### config.mk
export PLATFORM = sky130hd
export DESIGN_NAME = cmds_scan_mc_flat
export DESIGN_NICKNAME = d
export VERILOG_FILES = /design/src/rtl/cmds_scan_mc_pkg.sv /design/src/rtl/cmds_scan_mc_if.sv /design/src/rtl/cmds_scan_mc_watchdog.sv /design/src/rtl/cmds_scan_mc.sv /design/src/flat_wrapper.sv
export SDC_FILE = /design/constraint.sdc
export NUM_CORES = 1
export LEC_CHECK = 0
export CAP_MARGIN = 20
export CORE_UTILIZATION = 60
export CTS_CLUSTER_SIZE = 40
export DETAILED_ROUTE_END_ITERATION = 7
export PLACE_DENSITY = 0.86
export SLEW_MARGIN = 30
export SYNTH_ARGS = -nofsm -noshare
export SYNTH_HDL_FRONTEND = slang
export SYNTH_SLANG_ARGS = --single-unit
### constraint.sdc
create_clock -name clk -period 3.3 [get_ports clk]
set_input_delay 0.66 -clock clk [delete_from_list [all_inputs] [get_ports clk]]
set_output_delay 0.66 -clock clk [all_outputs]
set_load 0.02 [all_outputs]
### src/rtl/cmds_scan_mc_pkg.sv
// cmds_scan_pkg: scanner state encoding, per-channel result codes and default execute opcode.
package cmds_scan_pkg;
    typedef enum logic [2:0] {IDLE, SEL, RD, DRAIN, DEC, EXEC, WB, DONE} state_t;
    localparam logic [1:0] ST_COPY = 2'b00;
    localparam logic [1:0] ST_OK = 2'b01;
    localparam logic [1:0] ST_ERR = 2'b10;
    localparam logic [1:0] ST_TMO = 2'b11;
    localparam logic [7:0] DO_CMD_DEF = 8'h01;
endpackage

### src/rtl/cmds_scan_mc_if.sv
// cmds_scan_mc_if: scan control, CDCB/CUCB buffer ports and executor handshake of the scanner.
interface cmds_scan_mc_if #(parameter int AW = 12, DW = 8, NUM_CH = 4);
    logic i_start_scan;
    logic [NUM_CH-1:0] im_ch_mask;
    logic [NUM_CH*AW-1:0] im_base_addr;
    logic o_busy;
    logic o_done_scan;
    logic [2*NUM_CH-1:0] om_status;
    logic [AW-1:0] om_cdcb_addr;
    logic [DW-1:0] im_cdcb_dout;
    logic o_cucb_wren;
    logic [AW-1:0] om_cucb_addr;
    logic [DW-1:0] om_cucb_din;
    logic o_start_con;
    logic [AW-1:0] om_base_addr;
    logic i_done_con;
    logic i_error_con;
    modport master (
        input i_start_scan, im_ch_mask, im_base_addr, im_cdcb_dout, i_done_con, i_error_con,
        output o_busy, o_done_scan, om_status, om_cdcb_addr, o_cucb_wren, om_cucb_addr,
        om_cucb_din, o_start_con, om_base_addr
    );
    modport slave (
        output i_start_scan, im_ch_mask, im_base_addr, im_cdcb_dout, i_done_con, i_error_con,
        input o_busy, o_done_scan, om_status, om_cdcb_addr, o_cucb_wren, om_cucb_addr,
        om_cucb_din, o_start_con, om_base_addr
    );
endinterface

### src/rtl/cmds_scan_mc_watchdog.sv
// cmds_exec_watchdog: counts enabled cycles since clear and flags the TIMEOUT-th one.
module cmds_exec_watchdog #(parameter int TIMEOUT = 1000) (
    input logic clk,
    input logic rst,
    input logic clr,
    input logic en,
    output logic expired
);
    localparam int CW = $clog2(TIMEOUT + 1);
    logic [CW-1:0] cnt;
    always_ff @(posedge clk) begin
        if (rst || clr) cnt <= '0;
        else if (en && !expired) cnt <= cnt + 1'b1;
    end
    assign expired = en && cnt == CW'(TIMEOUT - 1);
endmodule

### src/rtl/cmds_scan_mc.sv
// cmds_scan_mc: walks masked CDCB channel records, runs executor commands, copies records to CUCB.
module cmds_scan_mc import cmds_scan_pkg::*; #(
    parameter int AW = 12,
    parameter int DW = 8,
    parameter int REC_LEN = 8,
    parameter int NUM_CH = 4,
    parameter int RD_LAT = 2,
    parameter int EXEC_BASE = 56,
    parameter logic [DW-1:0] DO_CMD = DW'(DO_CMD_DEF),
    parameter int TIMEOUT = 1000
) (
    input logic clk,
    input logic rst,
    cmds_scan_mc_if.master bus
);
    localparam int CHW = NUM_CH > 1 ? $clog2(NUM_CH) : 1;
    localparam int IW = $clog2(REC_LEN);
    localparam int CW = $clog2(REC_LEN + RD_LAT + 1);
    state_t state;
    logic [NUM_CH-1:0] pend;
    logic [NUM_CH*AW-1:0] bases;
    logic [AW-1:0] base;
    logic [CHW-1:0] ch, low;
    logic [CW-1:0] cnt;
    logic [IW-1:0] cap;
    logic [RD_LAT-1:0] vp;
    logic [DW-1:0] rec [REC_LEN];
    logic expired;
    always_comb begin
        low = '0;
        for (int k = NUM_CH - 1; k >= 0; k--) if (pend[k]) low = CHW'(k);
    end
    cmds_exec_watchdog #(.TIMEOUT(TIMEOUT)) u_wdog (
        .clk(clk), .rst(rst), .clr(state != EXEC), .en(state == EXEC), .expired(expired)
    );
    always_ff @(posedge clk) begin
        if (rst) begin
            state <= IDLE;
            pend <= '0;
            bases <= '0;
            base <= '0;
            ch <= '0;
            cnt <= '0;
            cap <= '0;
            vp <= '0;
            for (int i = 0; i < REC_LEN; i++) rec[i] <= '0;
            bus.o_busy <= 1'b0;
            bus.o_done_scan <= 1'b0;
            bus.om_status <= '0;
            bus.om_cdcb_addr <= '0;
            bus.o_cucb_wren <= 1'b0;
            bus.om_cucb_addr <= '0;
            bus.om_cucb_din <= '0;
            bus.o_start_con <= 1'b0;
            bus.om_base_addr <= '0;
        end else begin
            // each issued read tags its byte RD_LAT cycles later; bytes land in issue order
            vp <= (vp << 1) | RD_LAT'(state == RD);
            if (vp[RD_LAT-1]) begin
                rec[cap] <= bus.im_cdcb_dout;
                cap <= cap + 1'b1;
            end
            bus.o_start_con <= 1'b0;
            case (state)
                IDLE: if (bus.i_start_scan) begin
                    pend <= bus.im_ch_mask;
                    bases <= bus.im_base_addr;
                    bus.om_status <= {NUM_CH{ST_COPY}};
                    bus.o_busy <= 1'b1;
                    state <= SEL;
                end
                SEL: if (pend == '0) begin
                    bus.o_done_scan <= 1'b1;
                    state <= DONE;
                end else begin
                    ch <= low;
                    pend <= pend & (pend - 1'b1);
                    base <= bases[low*AW +: AW];
                    bus.om_cdcb_addr <= bases[low*AW +: AW];
                    cnt <= '0;
                    cap <= '0;
                    state <= RD;
                end
                RD: if (cnt == CW'(REC_LEN - 1)) begin
                    cnt <= '0;
                    state <= DRAIN;
                end else begin
                    cnt <= cnt + 1'b1;
                    bus.om_cdcb_addr <= bus.om_cdcb_addr + 1'b1;
                end
                DRAIN: if (cnt == CW'(RD_LAT - 1)) begin
                    cnt <= '0;
                    state <= DEC;
                end else cnt <= cnt + 1'b1;
                DEC: if (32'(base) >= EXEC_BASE && rec[0] == DO_CMD) begin
                    bus.o_start_con <= 1'b1;
                    bus.om_base_addr <= base;
                    state <= EXEC;
                end else begin
                    bus.o_cucb_wren <= 1'b1;
                    bus.om_cucb_addr <= base;
                    bus.om_cucb_din <= rec[0];
                    cnt <= '0;
                    state <= WB;
                end
                // a response in the expiry cycle still counts; error beats done
                EXEC: if (bus.i_error_con) begin
                    bus.om_status[2*ch +: 2] <= ST_ERR;
                    state <= SEL;
                end else if (bus.i_done_con) begin
                    bus.om_status[2*ch +: 2] <= ST_OK;
                    bus.o_cucb_wren <= 1'b1;
                    bus.om_cucb_addr <= base;
                    bus.om_cucb_din <= rec[0];
                    cnt <= '0;
                    state <= WB;
                end else if (expired) begin
                    bus.om_status[2*ch +: 2] <= ST_TMO;
                    state <= SEL;
                end
                WB: if (cnt == CW'(REC_LEN - 1)) begin
                    bus.o_cucb_wren <= 1'b0;
                    bus.om_cucb_addr <= '0;
                    bus.om_cucb_din <= '0;
                    state <= SEL;
                end else begin
                    cnt <= cnt + 1'b1;
                    bus.om_cucb_addr <= bus.om_cucb_addr + 1'b1;
                    bus.om_cucb_din <= rec[IW'(cnt + 1'b1)];
                end
                DONE: begin
                    bus.o_done_scan <= 1'b0;
                    bus.o_busy <= 1'b0;
                    state <= IDLE;
                end
                default: state <= IDLE;
            endcase
        end
    end
endmodule

### src/flat_wrapper.sv
// flat-port wrapper written by rule: the top's interface ports become plain ports
module cmds_scan_mc_flat import cmds_scan_pkg::*;
#(
    parameter int AW = 12,
    parameter int DW = 8,
    parameter int REC_LEN = 8,
    parameter int NUM_CH = 4,
    parameter int RD_LAT = 2,
    parameter int EXEC_BASE = 56,
    parameter logic [DW-1:0] DO_CMD = DW'(DO_CMD_DEF),
    parameter int TIMEOUT = 1000
)
  (clk, rst, bus_i_start_scan, bus_im_ch_mask, bus_im_base_addr, bus_im_cdcb_dout, bus_i_done_con, bus_i_error_con, bus_o_busy, bus_o_done_scan, bus_om_status, bus_om_cdcb_addr, bus_o_cucb_wren, bus_om_cucb_addr, bus_om_cucb_din, bus_o_start_con, bus_om_base_addr);
  cmds_scan_mc_if #(.AW(AW), .DW(DW), .NUM_CH(NUM_CH)) bus_i ();
  input logic clk;
  input logic rst;
  input wire logic [$bits(bus_i.i_start_scan)-1:0] bus_i_start_scan;
  input wire logic [$bits(bus_i.im_ch_mask)-1:0] bus_im_ch_mask;
  input wire logic [$bits(bus_i.im_base_addr)-1:0] bus_im_base_addr;
  input wire logic [$bits(bus_i.im_cdcb_dout)-1:0] bus_im_cdcb_dout;
  input wire logic [$bits(bus_i.i_done_con)-1:0] bus_i_done_con;
  input wire logic [$bits(bus_i.i_error_con)-1:0] bus_i_error_con;
  output wire logic [$bits(bus_i.o_busy)-1:0] bus_o_busy;
  output wire logic [$bits(bus_i.o_done_scan)-1:0] bus_o_done_scan;
  output wire logic [$bits(bus_i.om_status)-1:0] bus_om_status;
  output wire logic [$bits(bus_i.om_cdcb_addr)-1:0] bus_om_cdcb_addr;
  output wire logic [$bits(bus_i.o_cucb_wren)-1:0] bus_o_cucb_wren;
  output wire logic [$bits(bus_i.om_cucb_addr)-1:0] bus_om_cucb_addr;
  output wire logic [$bits(bus_i.om_cucb_din)-1:0] bus_om_cucb_din;
  output wire logic [$bits(bus_i.o_start_con)-1:0] bus_o_start_con;
  output wire logic [$bits(bus_i.om_base_addr)-1:0] bus_om_base_addr;
  assign bus_i.i_start_scan = bus_i_start_scan;
  assign bus_i.im_ch_mask = bus_im_ch_mask;
  assign bus_i.im_base_addr = bus_im_base_addr;
  assign bus_i.im_cdcb_dout = bus_im_cdcb_dout;
  assign bus_i.i_done_con = bus_i_done_con;
  assign bus_i.i_error_con = bus_i_error_con;
  assign bus_o_busy = bus_i.o_busy;
  assign bus_o_done_scan = bus_i.o_done_scan;
  assign bus_om_status = bus_i.om_status;
  assign bus_om_cdcb_addr = bus_i.om_cdcb_addr;
  assign bus_o_cucb_wren = bus_i.o_cucb_wren;
  assign bus_om_cucb_addr = bus_i.om_cucb_addr;
  assign bus_om_cucb_din = bus_i.om_cucb_din;
  assign bus_o_start_con = bus_i.o_start_con;
  assign bus_om_base_addr = bus_i.om_base_addr;
  cmds_scan_mc #(.AW(AW), .DW(DW), .REC_LEN(REC_LEN), .NUM_CH(NUM_CH), .RD_LAT(RD_LAT), .EXEC_BASE(EXEC_BASE), .DO_CMD(DO_CMD), .TIMEOUT(TIMEOUT)) u_core (.clk(clk), .rst(rst), .bus(bus_i));
endmodule
==> metrics <==
# resized after CTS 0; area grow syn2layout 22.6%; FF+latch area a little under 5000 sq um; post-synth design cell area 9400 sq um; Final Slew Violations 0; post-placement cell count ~1300; Req. time, crit path between 3 and 4 ns; GRT busiest layer met2; Avg Vias per Cell a little under 6; status finished, final reports clean; ratio of cells with drive above 1 in the final layout around a tenth; asr flop ratio synth 0%; post-route ant nets 0; RSZ-0062 raised after global routing false; CTS Buf Count 22; critical path arrival 3.09 ns; leakage ~4 nW; global placer's final weighted congestion approximately 0.9; clock skew 0.0253 ns; Hold Path Sink u_core.vp[1]; later-pin clock latency in the skew report ~0.5 ns; DR pass1 iterations 5; post-layout min period 2.67 ns; synth top area cells dfxtp_1 (31%), edfxtp_1 (20%), nand2_1 (7.9%), mux4_2 (6.7%), a21oi_1 (6.4%); DR iter-0 viols a little over 800; Worst Hold Class reg -> reg; Top Ports between 100 and 150; final setup fails 0; Worst R2R Path Depth 5; Critical R2R Capture u_core.bus.om_cucb_addr[7]; # port buffers 120; CP Class reg -> reg; routing usage on met1 approximately 39%; Tcrit/Tclk final 81.0%; count leader, synth nand2_1; Syn Area/Cell ~9.5 sq um; vias in the first global route ~7500; Clock Root Buffer clkbuf_16; initial antenna violation count 0; grt ovf 0; area leader, netlist dfxtp_1; drt total wl around 23000 microns; Worst setup SP type flip-flop; Synth warnings 0; M2 GR Usage between 40% and 50%; reg-to-reg critical path startpoint u_core.rec[0][5]; hold buffers post-CTS 0; Site Rows between 40 and 50; Cell variety after synth 60; sequential-to-total area share from yosys stat about half; worst hold start u_core.vp[0]; post-synth top area share a little under a third; Max Clock Freq 374 MHz; Die ar. 16200 sq um; met3 usage between 6 and 7%; Die Y between 100 and 150 microns; total clock sinks 208; Core ar. 15300 sq um; r2r setup slk about 0.63 ns; Synth Flop Type dfxtp_1; DPL Wire Length between 15000 and 20000 microns; Worst VDD drop 0.418 mV; CP Capture Type flip-flop; # nets final around 1200; largest net degree at the start of global routing 80; Die X 127 microns; Starting Density just over 60%; setup tns final 0 ns; crit path max fanout 13; Synthesized Nets approximately 1100; Wirelength per Cell 17.6 microns; clk buf depth 3; Slew HR about 40%; hold-critical path depth 1; Pwr per Cell Area 698 nW/um^2; CTS clock-pin slew for the worst setup and hold paths 0.06 ns; most frequent cells after synthesis nand2_1 (198), dfxtp_1 (144), a21oi_1 (121); gr usage total 29.2%; Gate Count Post-Synth about 990; max-cap violations 0; Seq cells post-synth approximately 210; routed vias just under 8000; number of fill cells 1055; post-CTS setup buffers 0; TritonCTS clock tree done; Antenna diodes 0; Tightest Pin Transition between 0.8 and 0.9 ns; first-pass GRT wire length approximately 37000 microns; non-filler cells in the finished layout about 1300; Multi-input gate area roughly 4300 sq um; Final Hold Viols 0; Post-synth EDFFs between 60 and 70; H-tree depth 1; residual DRC count 0
-- worst max path at each step --
stage,start,to,depth (start not counted)
final,u_core.rec[0][5],u_core.bus.om_cucb_addr[7],5
after global routing,u_core.rec[0][4],u_core.bus.om_cucb_addr[7],5
after CTS,u_core.rec[0][5],u_core.bus.om_cucb_addr[7],5
after detailed placement,bus_i_error_con,u_core.cnt[3],6
after global placement,bus_i_error_con,u_core.cnt[3],6
after floorplan,rst,u_core.rec[4][0],4
-- critical path, cell delays in order (launching register included) --
cell and delay, ns:
edfxtp_1 0.42, or4_1 0.56, a311o_1 0.44, o311ai_2 0.76, o21ai_0 0.21, a21oi_1 0.21
-- per-stage QoR --
stage	worst slack, ns	power (mW)	hold slack, ns	area, sq um	util, %
after floorplan	1.12	4.85	0.414	9400	-
after global routing	0.416	8.42	0.430	11500	75.5
after CTS	0.622	8.03	0.420	11500	75.5
after detailed placement	0.558	5.61	0.423	10800	70.9
after global placement	0.663	5.53	0.418	10800	70.9
final	0.628	8.05	0.417	11500	75.5
-- logic make-up (layout without fill, tap and decap cells) --
kind of cell	after synthesis	in the layout	share of synthesized area, %
xor+xnor	14	14	1.30
fa+ha+maj	6	6	0.799
simple gates	431	431	21.9
mux	43	43	8.31
buf+inv	71	197	3.29
flops	208	208	51.1
compound gates	212	212	13.2
-- routing by layer --
layer  vias up  routed length, microns
met3        38                    1810
met2       356                   11400
met4         0                     384
met5         -                       0
met1      3691                    9740
li1       3726                       -
-- flip-flops by register name, indices dropped and copies added (netlist names) --
| name | cells |
|---|---|
| u_core.base | 12 |
| u_core.bus.o_busy | 1 |
| u_core.bus.om_cdcb_addr | 12 |
| u_core.rec | 64 |
| u_core.bus.o_cucb_wren | 1 |
| u_core.vp | 2 |
| u_core.state | 3 |
| u_core.cap | 3 |
| u_core.bus.om_cucb_din | 8 |
| u_core.bus.o_done_scan | 1 |
| u_core.cnt | 4 |
| u_core.pend | 4 |
| u_core.bus.om_cucb_addr | 12 |
| u_core.bus.om_base_addr | 12 |
| u_core.u_wdog.cnt | 10 |
| u_core.bus.om_status | 8 |
| u_core.ch | 2 |
| u_core.bases | 48 |
| u_core.bus.o_start_con | 1 |
-- placed cells by master, fill, tap and decap left out, types with 23 or more instances in the layout --
master | Yosys | routed
edfxtp_1 | 64 | 64
o21ai_0 | 35 | 35
clkdlybuf4s50_1 | 0 | 119
dfxtp_1 | 144 | 144
and2_1 | 69 | 69
nor2_1 | 60 | 60
a21oi_1 | 121 | 120
buf_4 | 2 | 28
clkbuf_16 | 0 | 23
nand2_1 | 198 | 198
mux4_2 | 28 | 28
-- power by group --
group	internal [mW]	switching, mW
registers	2.94	0.252
logic	0.965	1.46
clock network	1.42	1.01
total	5.33	2.72
-- layout make-up --
| type | instances | share of cell area, % |
|---|---|---|
| Clock inverter | 10 | 0.727 |
| Inverter | 11 | 0.358 |
| Tap cell | 211 | 2.29 |
| Clock buffer | 29 | 5.45 |
| Sequential cell | 208 | 41.7 |
| Timing Repair Buffer | 147 | 12.2 |
| Multi-Input combinational cell | 706 | 37.3 |
(Power assumes the default switching activity.)
==> variant 1: new RTL, same settings <==
Re-encode `state_t` (8 states) as one-hot, 8 bits wide.
--- a/src/rtl/cmds_scan_mc_pkg.sv
+++ b/src/rtl/cmds_scan_mc_pkg.sv
@@ -1,5 +1,5 @@
 // cmds_scan_pkg: scanner state encoding, per-channel result codes and default execute opcode.
 package cmds_scan_pkg;
-    typedef enum logic [2:0] {IDLE, SEL, RD, DRAIN, DEC, EXEC, WB, DONE} state_t;
+    typedef enum logic [7:0] {IDLE = 8'b00000001, SEL = 8'b00000010, RD = 8'b00000100, DRAIN = 8'b00001000, DEC = 8'b00010000, EXEC = 8'b00100000, WB = 8'b01000000, DONE = 8'b10000000} state_t;
     localparam logic [1:0] ST_COPY = 2'b00;
     localparam logic [1:0] ST_OK = 2'b01;
Behaviour: same outputs for any inputs over 4 cycles, from zero or initial values and one cycle with rst high; so few cycles prove little.
==> variant 1 against the unedited design <==
- setup slack got worse by 0.0020 ns
- highest routed layer unchanged
- cell area increased by 3.3%
- routed wire length increased by 7.1%
- critical path type unchanged
- first-iteration DRC count decreased by 13%
- synthesized area increased by 3.0%
- sequential cell count increased by 5
- via count increased by 5.9%
Power is not compared: it rests on default switching activity, and its combinational part moved more than twofold at a synthesized area within 25%.
==> variant 1: results (changes against the unedited design) <==
The flow ran to the end, and the final reports show no timing, DRC or antenna violations. The global-route wire length before repair is 39,800 µm (was 37,500 µm). The synthesis-to-layout area growth came out at 23.0% (was 22.6%). The count of different cell masters after synthesis is 62 (was 60). The internal reg-to-reg setup slack is 0.63 ns (about the same), and the share of the synthesized netlist area taken by xor and xnor gates is 1.27% (was 1.30%). The global routing usage summed across all routing layers was 30.5% (was 29.2%); the adder-cell area share of the yosys netlist was 0.775% (was 0.799%). The tools report the HPWL after detailed placement as 16,700 µm (was 15,600 µm).

The number of nets in the synthesized netlist came out at 1,076 (was 1,056). The worst-case setup slack after placement was 0.613 ns (was 0.558 ns); the fraction of layout instances using a drive strength above 1 was 10.4% (was 9.45%). The tools report the timing endpoint of the critical path as u_core.bus.om_cucb_addr[3]$_SDFFE_PP0P_ (was u_core.bus.om_cucb_addr[7]$_SDFFE_PP0P_). The end point of the worst hold path was u_core.bases[22]$_SDFFE_PP0P_ (was u_core.vp[1]$_SDFF_PP0_). Final-layout fill cell count: 1,048 (was 1,055). The maximum number of pins on one net before global-route repair was 71 (was 80); the highest fanout seen on the critical path was 12 (was 13).

The cell depth of the worst hold path is 2 (was 1). The total wire length is 25,000 µm (was 23,300 µm), and the met2 global-route usage is 49.8% (was 48.5%). The run gives 11,200 µm² (was 10,800 µm²) as the area of placed instances. Worst hold slack across all endpoints: 0.454 ns (was 0.417 ns).

For the data arrival time of the worst path, the log shows 3.03 ns (was 3.09 ns). The startpoint of the worst-slack reg-to-reg timing path is u_core.state[0]$_SDFFE_PP1P_ (was u_core.rec[0][5]$_SDFFCE_PN0P_). Headroom to the max-slew limit: 36.8% (was 40.9%). Number of nets in the layout: 1,195 (was 1,167).

The sequential area share after synthesis is 50.6% (was 51.1%). Per-cell routed wire length: 18.4 µm (was 17.6 µm). The tools report the detailed-routed wire length on met2 as 11,900 µm (was 11,400 µm). The average cell area after synthesis works out to 9.64 µm² (was 9.54 µm²). For the maximum frequency from static timing analysis, the log shows 374 MHz (about the same).

The fraction of the mapped netlist area in compound gates is 13.7% (was 13.2%). The tools report the global placer's final weighted congestion as 0.910 (was 0.901). The number of vias per cell after detailed routing is 6.10 (was 5.91), and the fraction of met1 tracks used by global routing is 41.4% (was 38.6%).

The multiplexer share of the synthesized area was 8.91% (was 8.31%). For the number of diodes added for antenna fixing, the log shows 0 (unchanged). The run gives 0.0105 ns (was 0.0253 ns) as the final setup skew.
-- variant 1: cell families after synthesis --
group                      count (synthesis)
buffers and inverters                     67
and+or+nand+nor                          434
AOI/OAI and AO/OA                        220
xor gates and xnor gates                  14
muxes                                     51
DFF                                      213
adders and majority gates                  6
-- variant 1: cell type report --
type / count / share of cell area [%]
inverters: 12 / 0.378
repair buffers: 150 / 12.0
clock buffers: 31 / 5.26
multi-input cells: 725 / 37.9
clock inverters: 9 / 1.03
flip-flops and latches: 213 / 41.2
well taps: 216 / 2.27
-- variant 1: critical path: stages, from the launching register on --
cell	delay [ns]
sky130_fd_sc_hd__dfxtp_1	0.36
sky130_fd_sc_hd__or4_1	0.71
sky130_fd_sc_hd__nor3_1	0.55
sky130_fd_sc_hd__nor2_1	0.33
sky130_fd_sc_hd__o311ai_0	0.43
sky130_fd_sc_hd__o41ai_1	0.14
-- variant 1: where the power goes --
group / switching [µW] / total (µW) / internal, µW
logic: 440 / 758 / 317
registers: 80.4 / 2900 / 2820
clock network: 1010 / 2570 / 1560
==> variant 2: new RTL, config.mk and constraints unchanged <==
Made on the original files. `NUM_CH` is set to 4 in 3 places; all go to 16.
--- a/src/rtl/cmds_scan_mc_if.sv
+++ b/src/rtl/cmds_scan_mc_if.sv
@@ -1,4 +1,4 @@
 // cmds_scan_mc_if: scan control, CDCB/CUCB buffer ports and executor handshake of the scanner.
-interface cmds_scan_mc_if #(parameter int AW = 12, DW = 8, NUM_CH = 4);
+interface cmds_scan_mc_if #(parameter int AW = 12, DW = 8, NUM_CH = 16);
     logic i_start_scan;
     logic [NUM_CH-1:0] im_ch_mask;
--- a/src/rtl/cmds_scan_mc.sv
+++ b/src/rtl/cmds_scan_mc.sv
@@ -4,5 +4,5 @@
     parameter int DW = 8,
     parameter int REC_LEN = 8,
-    parameter int NUM_CH = 4,
+    parameter int NUM_CH = 16,
     parameter int RD_LAT = 2,
     parameter int EXEC_BASE = 56,
--- a/src/flat_wrapper.sv
+++ b/src/flat_wrapper.sv
@@ -5,5 +5,5 @@
     parameter int DW = 8,
     parameter int REC_LEN = 8,
-    parameter int NUM_CH = 4,
+    parameter int NUM_CH = 16,
     parameter int RD_LAT = 2,
     parameter int EXEC_BASE = 56,
Ports: changed (resized bus_im_base_addr, bus_im_ch_mask and bus_om_status); port bits go from 121 to 301. No check against the original RTL was run, so the function may have changed too.
==> variant 2 against the unedited design <==
- power rose by 120%
- critical endpoint is now u_core.base[2]$_SDFFE_PP0P_
- cell area up 93%
- routed wire length is 130% higher
- setup slack got worse by 0.36 ns
- via count grew 120%
- synthesized area rose by 87%
- highest routed layer unchanged
- sequential cell count rose by 182
- combinational power grew to 2.7 times the old value
- critical path type unchanged
==> variant 2: results (changes against the unedited design) <==
The run finished with clean final reports. For the synthesized netlist cell count, the log shows 2,098 (was 985). The tools report the sequential area share after synthesis as 48.1% (was 51.1%). The global-route wire length before repair was 84,100 µm (was 37,500 µm); the global placer's final weighted congestion was 0.939 (was 0.901). The tools report the combinational power share as 37.9% (was 30.1%). Area occupied by multi-input gates: 8490 µm² (was 4300 µm²).

The buffering overhead was 15.6% (was 12.2%); the count of buffers not belonging to the clock network in the layout was 355 (was 147). The power drawn by the sequential cells was 6260 µW (was 3190 µW). The number of levels in the clock H-tree was 2 (was 1); the TritonCTS buffer count was 40 (was 22).

The fraction of the mapped netlist area in compound gates was 18.2% (was 13.2%); the highest fanout seen on the critical path was 18 (was 13). The number of storage elements in the synthesis netlist was 390 (was 208). The leakage component of the power was 0.00805 µW (was 0.00403 µW); the per-cell routed wire length was 19.3 µm (was 17.6 µm).

The count of multi-input combinational gates was 1,548 (was 706); the clock insertion delay at the later pin of the skew report was 0.54 ns (was 0.51 ns). The stage delay of the slowest cell on the critical path is 0.57 ns (was 0.76 ns). The headroom to the max-slew limit came out at 29.7% (was 40.9%). The multiplexer share of the synthesized area is 6.20% (was 8.31%), and the worst reg2reg path depth is 9 (was 5). The global routing usage summed across all routing layers is 34.9% (was 29.2%). The run gives 2,264 (was 821) as the DRC marker count from the first detailed-route iteration. The post-route standard cell area excluding fillers came out at 22,300 µm² (was 11,500 µm²).
-- variant 2: routing by layer --
metal,part of all wire [%],up-vias,wire length (µm),global-route usage (%)
met4,3.8,0,2010,13.7
met3,10,150,5530,6.82
met1,40,7921,21100,46.3
met5,0,-,0,0
li1,-,7828,-,-
met2,46,988,24800,56.3
-- variant 2: final timing paths --
path | start | endpoint
min reg2reg | u_core.vp[0]$_SDFF_PP0_ | u_core.vp[1]$_SDFF_PP0_
max | u_core.pend[0]$_SDFFE_PP0P_ | u_core.base[2]$_SDFFE_PP0P_
min | u_core.vp[0]$_SDFF_PP0_ | u_core.vp[1]$_SDFF_PP0_
max reg2reg | u_core.pend[0]$_SDFFE_PP0P_ | u_core.base[2]$_SDFFE_PP0P_
-- variant 2: critical path: cells and delay by family (launching register included) --
kind | cells | cell delay, ns
AOI/OAI and AO/OA | 5 | 1.20
and+or+nand+nor | 2 | 0.73
DFF | 1 | 0.40
muxes | 1 | 0.37
buffers and inverters | 1 | 0.20
